<file path="src/rtl/execute_alu_issue_queue.sv">
// Four-entry age-ordered ALU issue queue with writeback wakeup.
// Slot 0 is the oldest entry. The oldest ready entry issues into the registered o_* stage.
module execute_alu_issue_queue #(
  parameter int DEPTH = 4
) (
  input  logic        clk,
  input  logic        reset,
  input  logic        i_flush,
  input  logic        i_enq_valid,
  output logic        o_enq_ready,
  input  logic        i_enq_src0_ready,
  input  logic        i_enq_src1_ready,
  input  logic [31:0] i_enq_src0_value,
  input  logic [31:0] i_enq_src1_value,
  input  logic [3:0]  i_enq_src0_rob,
  input  logic [3:0]  i_enq_src1_rob,
  input  logic [3:0]  i_enq_dst_rob,
  input  logic [25:0] i_enq_imm,
  input  logic [7:0]  i_enq_fid,
  input  logic [1:0]  i_enq_alu_math_imm,
  input  logic [2:0]  i_enq_alu_math_func,
  input  logic        i_enq_alu_shift_sa_sel,
  input  logic [1:0]  i_enq_alu_shift_func,
  input  logic [1:0]  i_enq_alu_mux,
  input  logic        i_wb_valid,
  input  logic [3:0]  i_wb_rob,
  input  logic [31:0] i_wb_value,
  output logic        o_valid,
  output logic [31:0] o_src0_value,
  output logic [31:0] o_src1_value,
  output logic [3:0]  o_dst_rob,
  output logic [25:0] o_imm,
  output logic [7:0]  o_fid,
  output logic [1:0]  o_alu_math_imm,
  output logic [2:0]  o_alu_math_func,
  output logic        o_alu_shift_sa_sel,
  output logic [1:0]  o_alu_shift_func,
  output logic [1:0]  o_alu_mux,
  output logic [2:0]  o_count
);

  typedef struct packed {
    logic        valid;
    logic        src0_ready;
    logic [31:0] src0_value;
    logic [3:0]  src0_rob;
    logic        src1_ready;
    logic [31:0] src1_value;
    logic [3:0]  src1_rob;
    logic [3:0]  dst_rob;
    logic [25:0] imm;
    logic [7:0]  fid;
    logic [1:0]  alu_math_imm;
    logic [2:0]  alu_math_func;
    logic        alu_shift_sa_sel;
    logic [1:0]  alu_shift_func;
    logic [1:0]  alu_mux;
  } entry_t;

  entry_t      q        [DEPTH];
  entry_t      q_next   [DEPTH];
  entry_t      woke_ext [DEPTH+1];
  entry_t      enq_entry;
  logic [2:0]  count, count_next;
  logic        win_valid;
  logic [1:0]  win_idx;
  logic [1:0]  enq_slot;
  logic        enq_accept;

  function automatic entry_t wake(input entry_t e, input logic wb_valid,
                                  input logic [3:0] wb_rob, input logic [31:0] wb_value);
    entry_t r;
    r = e;
    if (wb_valid && !e.src0_ready && e.src0_rob == wb_rob) begin
      r.src0_ready = 1'b1;
      r.src0_value = wb_value;
    end
    if (wb_valid && !e.src1_ready && e.src1_rob == wb_rob) begin
      r.src1_ready = 1'b1;
      r.src1_value = wb_value;
    end
    return r;
  endfunction

  assign o_enq_ready = (count < 3'(DEPTH));
  assign o_count     = count;
  assign enq_accept  = i_enq_valid && o_enq_ready;

  // Select looks only at registered state; same-cycle wakeups become eligible next cycle.
  always_comb begin
    win_valid = 1'b0;
    win_idx   = 2'd0;
    for (int i = DEPTH-1; i >= 0; i--) begin
      if (q[i].valid && q[i].src0_ready && q[i].src1_ready) begin
        win_valid = 1'b1;
        win_idx   = 2'(i);
      end
    end
  end

  always_comb begin
    enq_entry = '{
      valid:            1'b1,
      src0_ready:       i_enq_src0_ready,
      src0_value:       i_enq_src0_value,
      src0_rob:         i_enq_src0_rob,
      src1_ready:       i_enq_src1_ready,
      src1_value:       i_enq_src1_value,
      src1_rob:         i_enq_src1_rob,
      dst_rob:          i_enq_dst_rob,
      imm:              i_enq_imm,
      fid:              i_enq_fid,
      alu_math_imm:     i_enq_alu_math_imm,
      alu_math_func:    i_enq_alu_math_func,
      alu_shift_sa_sel: i_enq_alu_shift_sa_sel,
      alu_shift_func:   i_enq_alu_shift_func,
      alu_mux:          i_enq_alu_mux
    };
    enq_entry = wake(enq_entry, i_wb_valid, i_wb_rob, i_wb_value);

    woke_ext[DEPTH] = '0;
    for (int i = 0; i < DEPTH; i++)
      woke_ext[i] = wake(q[i], i_wb_valid, i_wb_rob, i_wb_value);

    // Entries above the winner slide down one slot, carrying their wakeups with them.
    for (int i = 0; i < DEPTH; i++) begin
      if (win_valid && i >= int'(win_idx)) q_next[i] = woke_ext[i+1];
      else                                 q_next[i] = woke_ext[i];
    end

    enq_slot = count[1:0] - {1'b0, win_valid};
    if (enq_accept) q_next[enq_slot] = enq_entry;

    count_next = count + {2'b0, enq_accept} - {2'b0, win_valid};
  end

  // NOTE: the entry array is a handful of flops, not a RAM, so it is cleared on reset
  // along with everything else; this keeps the first issued fields deterministic.
  always_ff @(posedge clk or posedge reset) begin
    if (reset) begin
      for (int i = 0; i < DEPTH; i++) q[i] <= '0;
      count              <= '0;
      o_valid            <= 1'b0;
      o_src0_value       <= '0;
      o_src1_value       <= '0;
      o_dst_rob          <= '0;
      o_imm              <= '0;
      o_fid              <= '0;
      o_alu_math_imm     <= '0;
      o_alu_math_func    <= '0;
      o_alu_shift_sa_sel <= 1'b0;
      o_alu_shift_func   <= '0;
      o_alu_mux          <= '0;
    end else if (i_flush) begin
      for (int i = 0; i < DEPTH; i++) q[i].valid <= 1'b0;
      count   <= '0;
      o_valid <= 1'b0;
    end else begin
      for (int i = 0; i < DEPTH; i++) q[i] <= q_next[i];
      count   <= count_next;
      o_valid <= win_valid;
      if (win_valid) begin
        o_src0_value       <= q[win_idx].src0_value;
        o_src1_value       <= q[win_idx].src1_value;
        o_dst_rob          <= q[win_idx].dst_rob;
        o_imm              <= q[win_idx].imm;
        o_fid              <= q[win_idx].fid;
        o_alu_math_imm     <= q[win_idx].alu_math_imm;
        o_alu_math_func    <= q[win_idx].alu_math_func;
        o_alu_shift_sa_sel <= q[win_idx].alu_shift_sa_sel;
        o_alu_shift_func   <= q[win_idx].alu_shift_func;
        o_alu_mux          <= q[win_idx].alu_mux;
      end
    end
  end

endmodule

</file>
<file path="config.mk">
export PLATFORM = sky130hd
export DESIGN_NAME = execute_alu_issue_queue
export DESIGN_NICKNAME = d
export VERILOG_FILES = /design/src/rtl/execute_alu_issue_queue.sv
export SDC_FILE = /design/constraint.sdc
export NUM_CORES = 2
export LEC_CHECK = 0
export BUFFER_PORTS_ARGS = -buffer_cell sky130_fd_sc_hd__buf_2
export CORE_ASPECT_RATIO = 1.5
export CORE_UTILIZATION = 55
export CTS_CLUSTER_SIZE = 8
export DETAILED_ROUTE_END_ITERATION = 7
export PLACE_DENSITY = 0.73
export SLEW_MARGIN = 10
export SYNTH_ARGS = -nofsm -noshare
export SYNTH_HDL_FRONTEND = slang
export SYNTH_SLANG_ARGS = --single-unit
</file>
<file path="constraint.sdc">
create_clock -name clk -period 26.8 [get_ports clk]
set_input_delay 4.02 -clock clk [delete_from_list [all_inputs] [get_ports clk]]
set_output_delay 4.02 -clock clk [all_outputs]
set_load 0.05 [all_outputs]
</file>
# Word level (Yosys, flattened, before mapping)
# Cells that the tools add are included.
dict set report classes {
  add_sub_neg 3
  order_cmp 7
  n_eq_ne 10
  muxes 35
  bitwise_logic 3
  reduce_logical 44
}
# cell count
set ops {}
lappend ops {{$mux W123} 5}
lappend ops {{$bwmux W492} 1}
lappend ops {{$mux W492} 1}
lappend ops {{$mux W33} 10}
lappend ops {{$bmux W123 S2} 1}
lappend ops {{$demux W123 S2} 1}
lappend ops {{$mux W121} 2}
lappend ops {{$eq A4 B4 Y1} 10}
lappend ops {{$logic_and A1 B1 Y1} 33}
lappend ops {{$logic_not A1 Y1} 10}
lappend ops {{$mux W1} 9}
lappend ops {{$mux W2} 4}
lappend ops {{$ge A3 B3 Y1 const B} 2}
lappend ops {{$not A2 Y3} 2}
lappend ops {{$ge A1 B2 Y1 const A} 2}
lappend ops {{$add A3 B1 Y3} 1}
lappend ops {{$lt A3 B1 Y1 const B} 1}
lappend ops {{$lt A3 B3 Y1 const B} 1}
lappend ops {{$mux W3} 1}
lappend ops {{$sub A3 B1 Y3} 1}
lappend ops {{$ge A2 B2 Y1 const A} 1}
lappend ops {{$reduce_and A2 Y1} 1}
lappend ops {{$sub A2 B1 Y2} 1}
lappend ops {{$not A1 Y1} 1}
dict set report word_totals {
  reg_bits 608
  inputBits 163
  output_inout_bits 117
  wordCells 174
}

# Depth between registers and ports, before layout
dict set report depth {
  ltp_word 15
  ltp_mapped 12
  ltp_nobuf 10
}

# Worst setup path before layout
# Ideal clock, no wire load.
dict set report synth_path {
  kind {input to register}
  from {input i_wb_rob[1]}
  to {register q[428] (netlist name)}
  setup_ps 121
  arrival_time_ps 5751
  required_time_ps 26679
  slack_ps 20928
  path_stages 8
  path_cell_list {buf_6 > xor2_1 > a2111o_1 > or4_1 > a211o_1 > buf_6 > o22ai_1 > nor2_1}
}
dict set report synth_via {
  elab_chain_cells 6
  word_cells_on_any_way 12
}
# item line
set synth_rtl {}
lappend synth_rtl {{start, declared} 26} ;# input logic [3:0] i_wb_rob,
lappend synth_rtl {{$eq A4 B4 Y1} 78} ;# if (wb_valid && !e.src1_ready && e.src1_rob == wb_rob) begin
lappend synth_rtl {{$logic_and A1 B1 Y1} 78}
lappend synth_rtl {{$mux W33} 78}
lappend synth_rtl {{$mux W123} 127} ;# if (win_valid && i >= int'(win_idx)) q_next[i] = woke_ext[i+1];
lappend synth_rtl {{$bwmux W492} 132} ;# if (enq_accept) q_next[enq_slot] = enq_entry;
lappend synth_rtl {{$mux W492 *} 132}
# Every way passes the cells marked *; elsewhere a longest branch is shown, timed or not.
# A chain may end at the register's enable or synchronous reset.

# Worst setup path in the final report
dict set report layout_path {
  from {input i_wb_rob[1]}
  to {register q[482] (netlist name)}
}
dict set report layout_via {
  elab_chain_cells 6
  word_cells_on_any_way 12
}
# item line
set layout_rtl {}
lappend layout_rtl {{$eq A4 B4 Y1} 74} ;# if (wb_valid && !e.src0_ready && e.src0_rob == wb_rob) begin
lappend layout_rtl {{$logic_and A1 B1 Y1} 74}
lappend layout_rtl {{$mux W33} 74}
lappend layout_rtl {{$mux W123} 127}
lappend layout_rtl {{$bwmux W492} 132}
lappend layout_rtl {{$mux W492 *} 132}
# Marks and branches as above.

==> flow_summary.ini <==
[cts]
cts_resized = 0
insertion_delay_ps = 630
holdBufCountCts = 0
cts_inserted_buffers = 85
cts_tree = yes
numClockSinks = 608
clockBufferDepth = 3
cts_htree_levels = 3
clkTransAtPathRegs_ps = 50
root_buffer = clkbuf_16
post-cts-setup-buffers = 0

[sta]
finalSetupTns_ps = 0
finClkSkew_ps = 21.3
rsz0062_at_grt = no
relSlewSlack_pct = 8.04
slew_violations = 0
fmax_mhz = 152
finalCritPeriodShare_pct = 24.5
final-setup-viol-count = 0
finalWorstSetupSlack_ps = 20230
max_slew.worst_pin.slew_ps = 1380
hold_viol_final = 0
fin_crit_ps = 6570

[critical_path]
cp.arrival_ps = 7030
endpoint = q[482]
ff2ff_setup_slack_ps = 22090
startpoint = i_wb_rob[1]
rr_worst_depth = 13
cp.required_ps = 27260
crit_fanout = 24
path_buf_inv = 1
r2r-start = q[453]
critPathTopFamily = simple AND/OR/NAND/NOR gates
path_cells = buf_2 > and2b_1 > a221o_1 > or4_1 > o21ai_4 > and2_1 > a221oi_1
end_kind = flip-flop
crit_cells = 7
cpMaxStageDelayCell = o21ai_4
r2r-end = q[474]
start_kind = primary input
critPathMaxStageDelay_ps = 790
path_class = in -> reg

[power]
ir_worst_vdd_v = 0.0000860
powerDensity_nw_per_um2 = 129
power_leakage_nw = 16.9

[global_routing]
grt_overflow = 0
grtUsageTotal_pct = 38.9
antenna_found_initial = 17
grt_pass1_wl_mm = 173
grt_util_met2_pct = 62.4
grt.busiest_layer = met2
grt_pass1_vias = 29700
grt_max_degree = 195
met3_usage_pct = 8.39
met1_usage_pct = 46.2

[floorplan]
fp.dieW_um = 197
die_h_um = 294
start_util_pct = 55.9
fp-row-count = 106
die_area_um2 = 58000
core_area_um2 = 56100
ios = 280

[layout]
post-route-util_pct = 62.8
drive_above_1_share_pct = 15.8
area.growth.synth_to_final_pct = 12.4
layout_commonest_cell = dfrtp_1
final_nets = 3373
final_cell_mix = dfrtp_1, mux2i_1, nand2_1
final.fill_count = 4591

[logic_synthesis]
synth.top_cells.by_area = dfrtp_1, mux2i_1, nand2_1
yosysUniqueCellTypes = 71
synth_cells = 3118
syn_area_per_cell_um2 = 10.1
synthArstFlopShare_pct = 100
yosysSeqAreaShare_pct = 48.5
ys_ff_latch = 608
synth_edf_count = 0
synth_warnings = 0
synth.cell_area_um2 = 31400
synth_ff_type = dfrtp_1
synth_top_area_cell = dfrtp_1
yosysTopAreaCellShare_pct = 48.5
synth_nets = 3284

[detailed_routing]
post_drt_wl_per_cell_um = 28.4
vias = 28500
drtAntennaViolNets = 0
wirelength_mm = 113
dr.first_iter.drc_count = 3405
drc = 0
first_pass_iters = 8
viasPerCell = 7.18

[worst_hold_path]
hold_path_depth = 2
worstHoldStart = q[381]
min_path_type = reg -> reg

[placement]
port_buffers = 279
hpwlAfterDp_mm = 62.1
gp_congestion = 0.908
pre_cts_ws_ps = 19680

[job]
cap_violations = 0

[outcome]
status = finished clean
power breakdown:
part | total [W] | internal [W] | switching, W
clock network | 0.000960 | 0.000576 | 0.000384
registers | 0.00167 | 0.00135 | 0.000327
logic | 0.00191 | 0.000674 | 0.00124
registers in the layout, summed over array words and instances, names as in the netlist:
name and cells:
o_alu_math_func 3, o_alu_math_imm 2, o_alu_mux 2, o_alu_shift_func 2, o_alu_shift_sa_sel 1, o_count 3
o_dst_rob 4, o_fid 8, o_imm 26, o_src0_value 32, o_src1_value 32, o_valid 1
q 492
routing by layer:
layer / share of wire, % / routed length (um) / vias up
li1: - / - / 11900
met1: 35 / 40000 / 14200
met2: 47 / 53400 / 1979
met3: 10 / 11800 / 435
met4: 6.7 / 7570 / 18
met5: 0.092 / 104 / -
area by class of cell:
cell class	instances	area, um^2	share of cell area [%]
Timing Repair Buffer	331	1840	5.21
Inverter	76	298	0.845
Sequential cell	608	15200	43.2
Multi-Input combinational cell	2105	14700	41.7
Tap cell	756	946	2.68
Clock buffer	89	2230	6.32
Antenna cell	8	20.0	0.0568
worst min-delay path by stage:
stage / slack [ps] / to
floorplan: 450 / q[369]
global placement: 460 / q[412]
detailed placement: 470 / o_alu_shift_sa_sel
CTS: 480 / q[381]
global route: 500 / o_dst_rob[3]
finish: 480 / q[381]
per-stage QoR:
stage | std cells | area, um^2 | hold slack (ps) | power [W]
2_1_floorplan | 3118 | 31400 | 450 | 0.00298
3_3_place_gp | 3875 | 33000 | 461 | 0.00345
3_5_place_dp | 3875 | 33000 | 468 | 0.00354
4_1_cts | 3964 | 35200 | 481 | 0.00451
5_1_grt | 3973 | 35200 | 504 | 0.00477
6_report | 3973 | 35200 | 480 | 0.00454
Yosys cell counts (all sizes together) (3+ instances only):
cell / number
a31oi: 5
and2: 8
dfrtp: 608
xnor2: 11
o22a: 34
a222oi: 25
nor3: 23
o221ai: 115
a21oi: 131
buf: 95
and3: 4
nand2b: 8
o32a: 9
mux2i: 330
a2111oi: 6
a221o: 3
nor2: 166
nand2: 334
o32ai: 44
nand3: 18
clkbuf: 234
o31ai: 3
inv: 76
nor2b: 11
o221a: 9
o22ai: 172
or4: 5
a221oi: 40
a211oi: 10
mux2: 24
o21ai: 211
a32o: 54
a22oi: 163
o21a: 3
a22o: 85
xor2: 13
worst reg2reg max path, cell delays in order, from the launching register on:
cell	delay, ps
dfrtp_1	440
nand3_1	110
buf_4	280
and4_1	380
inv_1	160
ha_1	350
and3b_1	260
and2_2	220
buf_4	420
nor2_2	190
buf_4	370
nand3_2	770
o22ai_1	560
a221oi_2	60
kinds of logic (layout without fill, tap and decap cells):
group	count (synthesis)	after routing	share of synthesized area [%]
AO/OA/AOI/OAI	1134	1134	26.2
flip-flops	608	608	48.5
AND/OR/NAND/NOR	590	590	7.73
buffers and inverters	405	496	5.33
multiplexers	354	354	11.4
XOR/XNOR	24	24	0.670
adder cells (fa/ha/maj)	3	3	0.144
other	0	8	0
(Power assumes the default switching activity.)
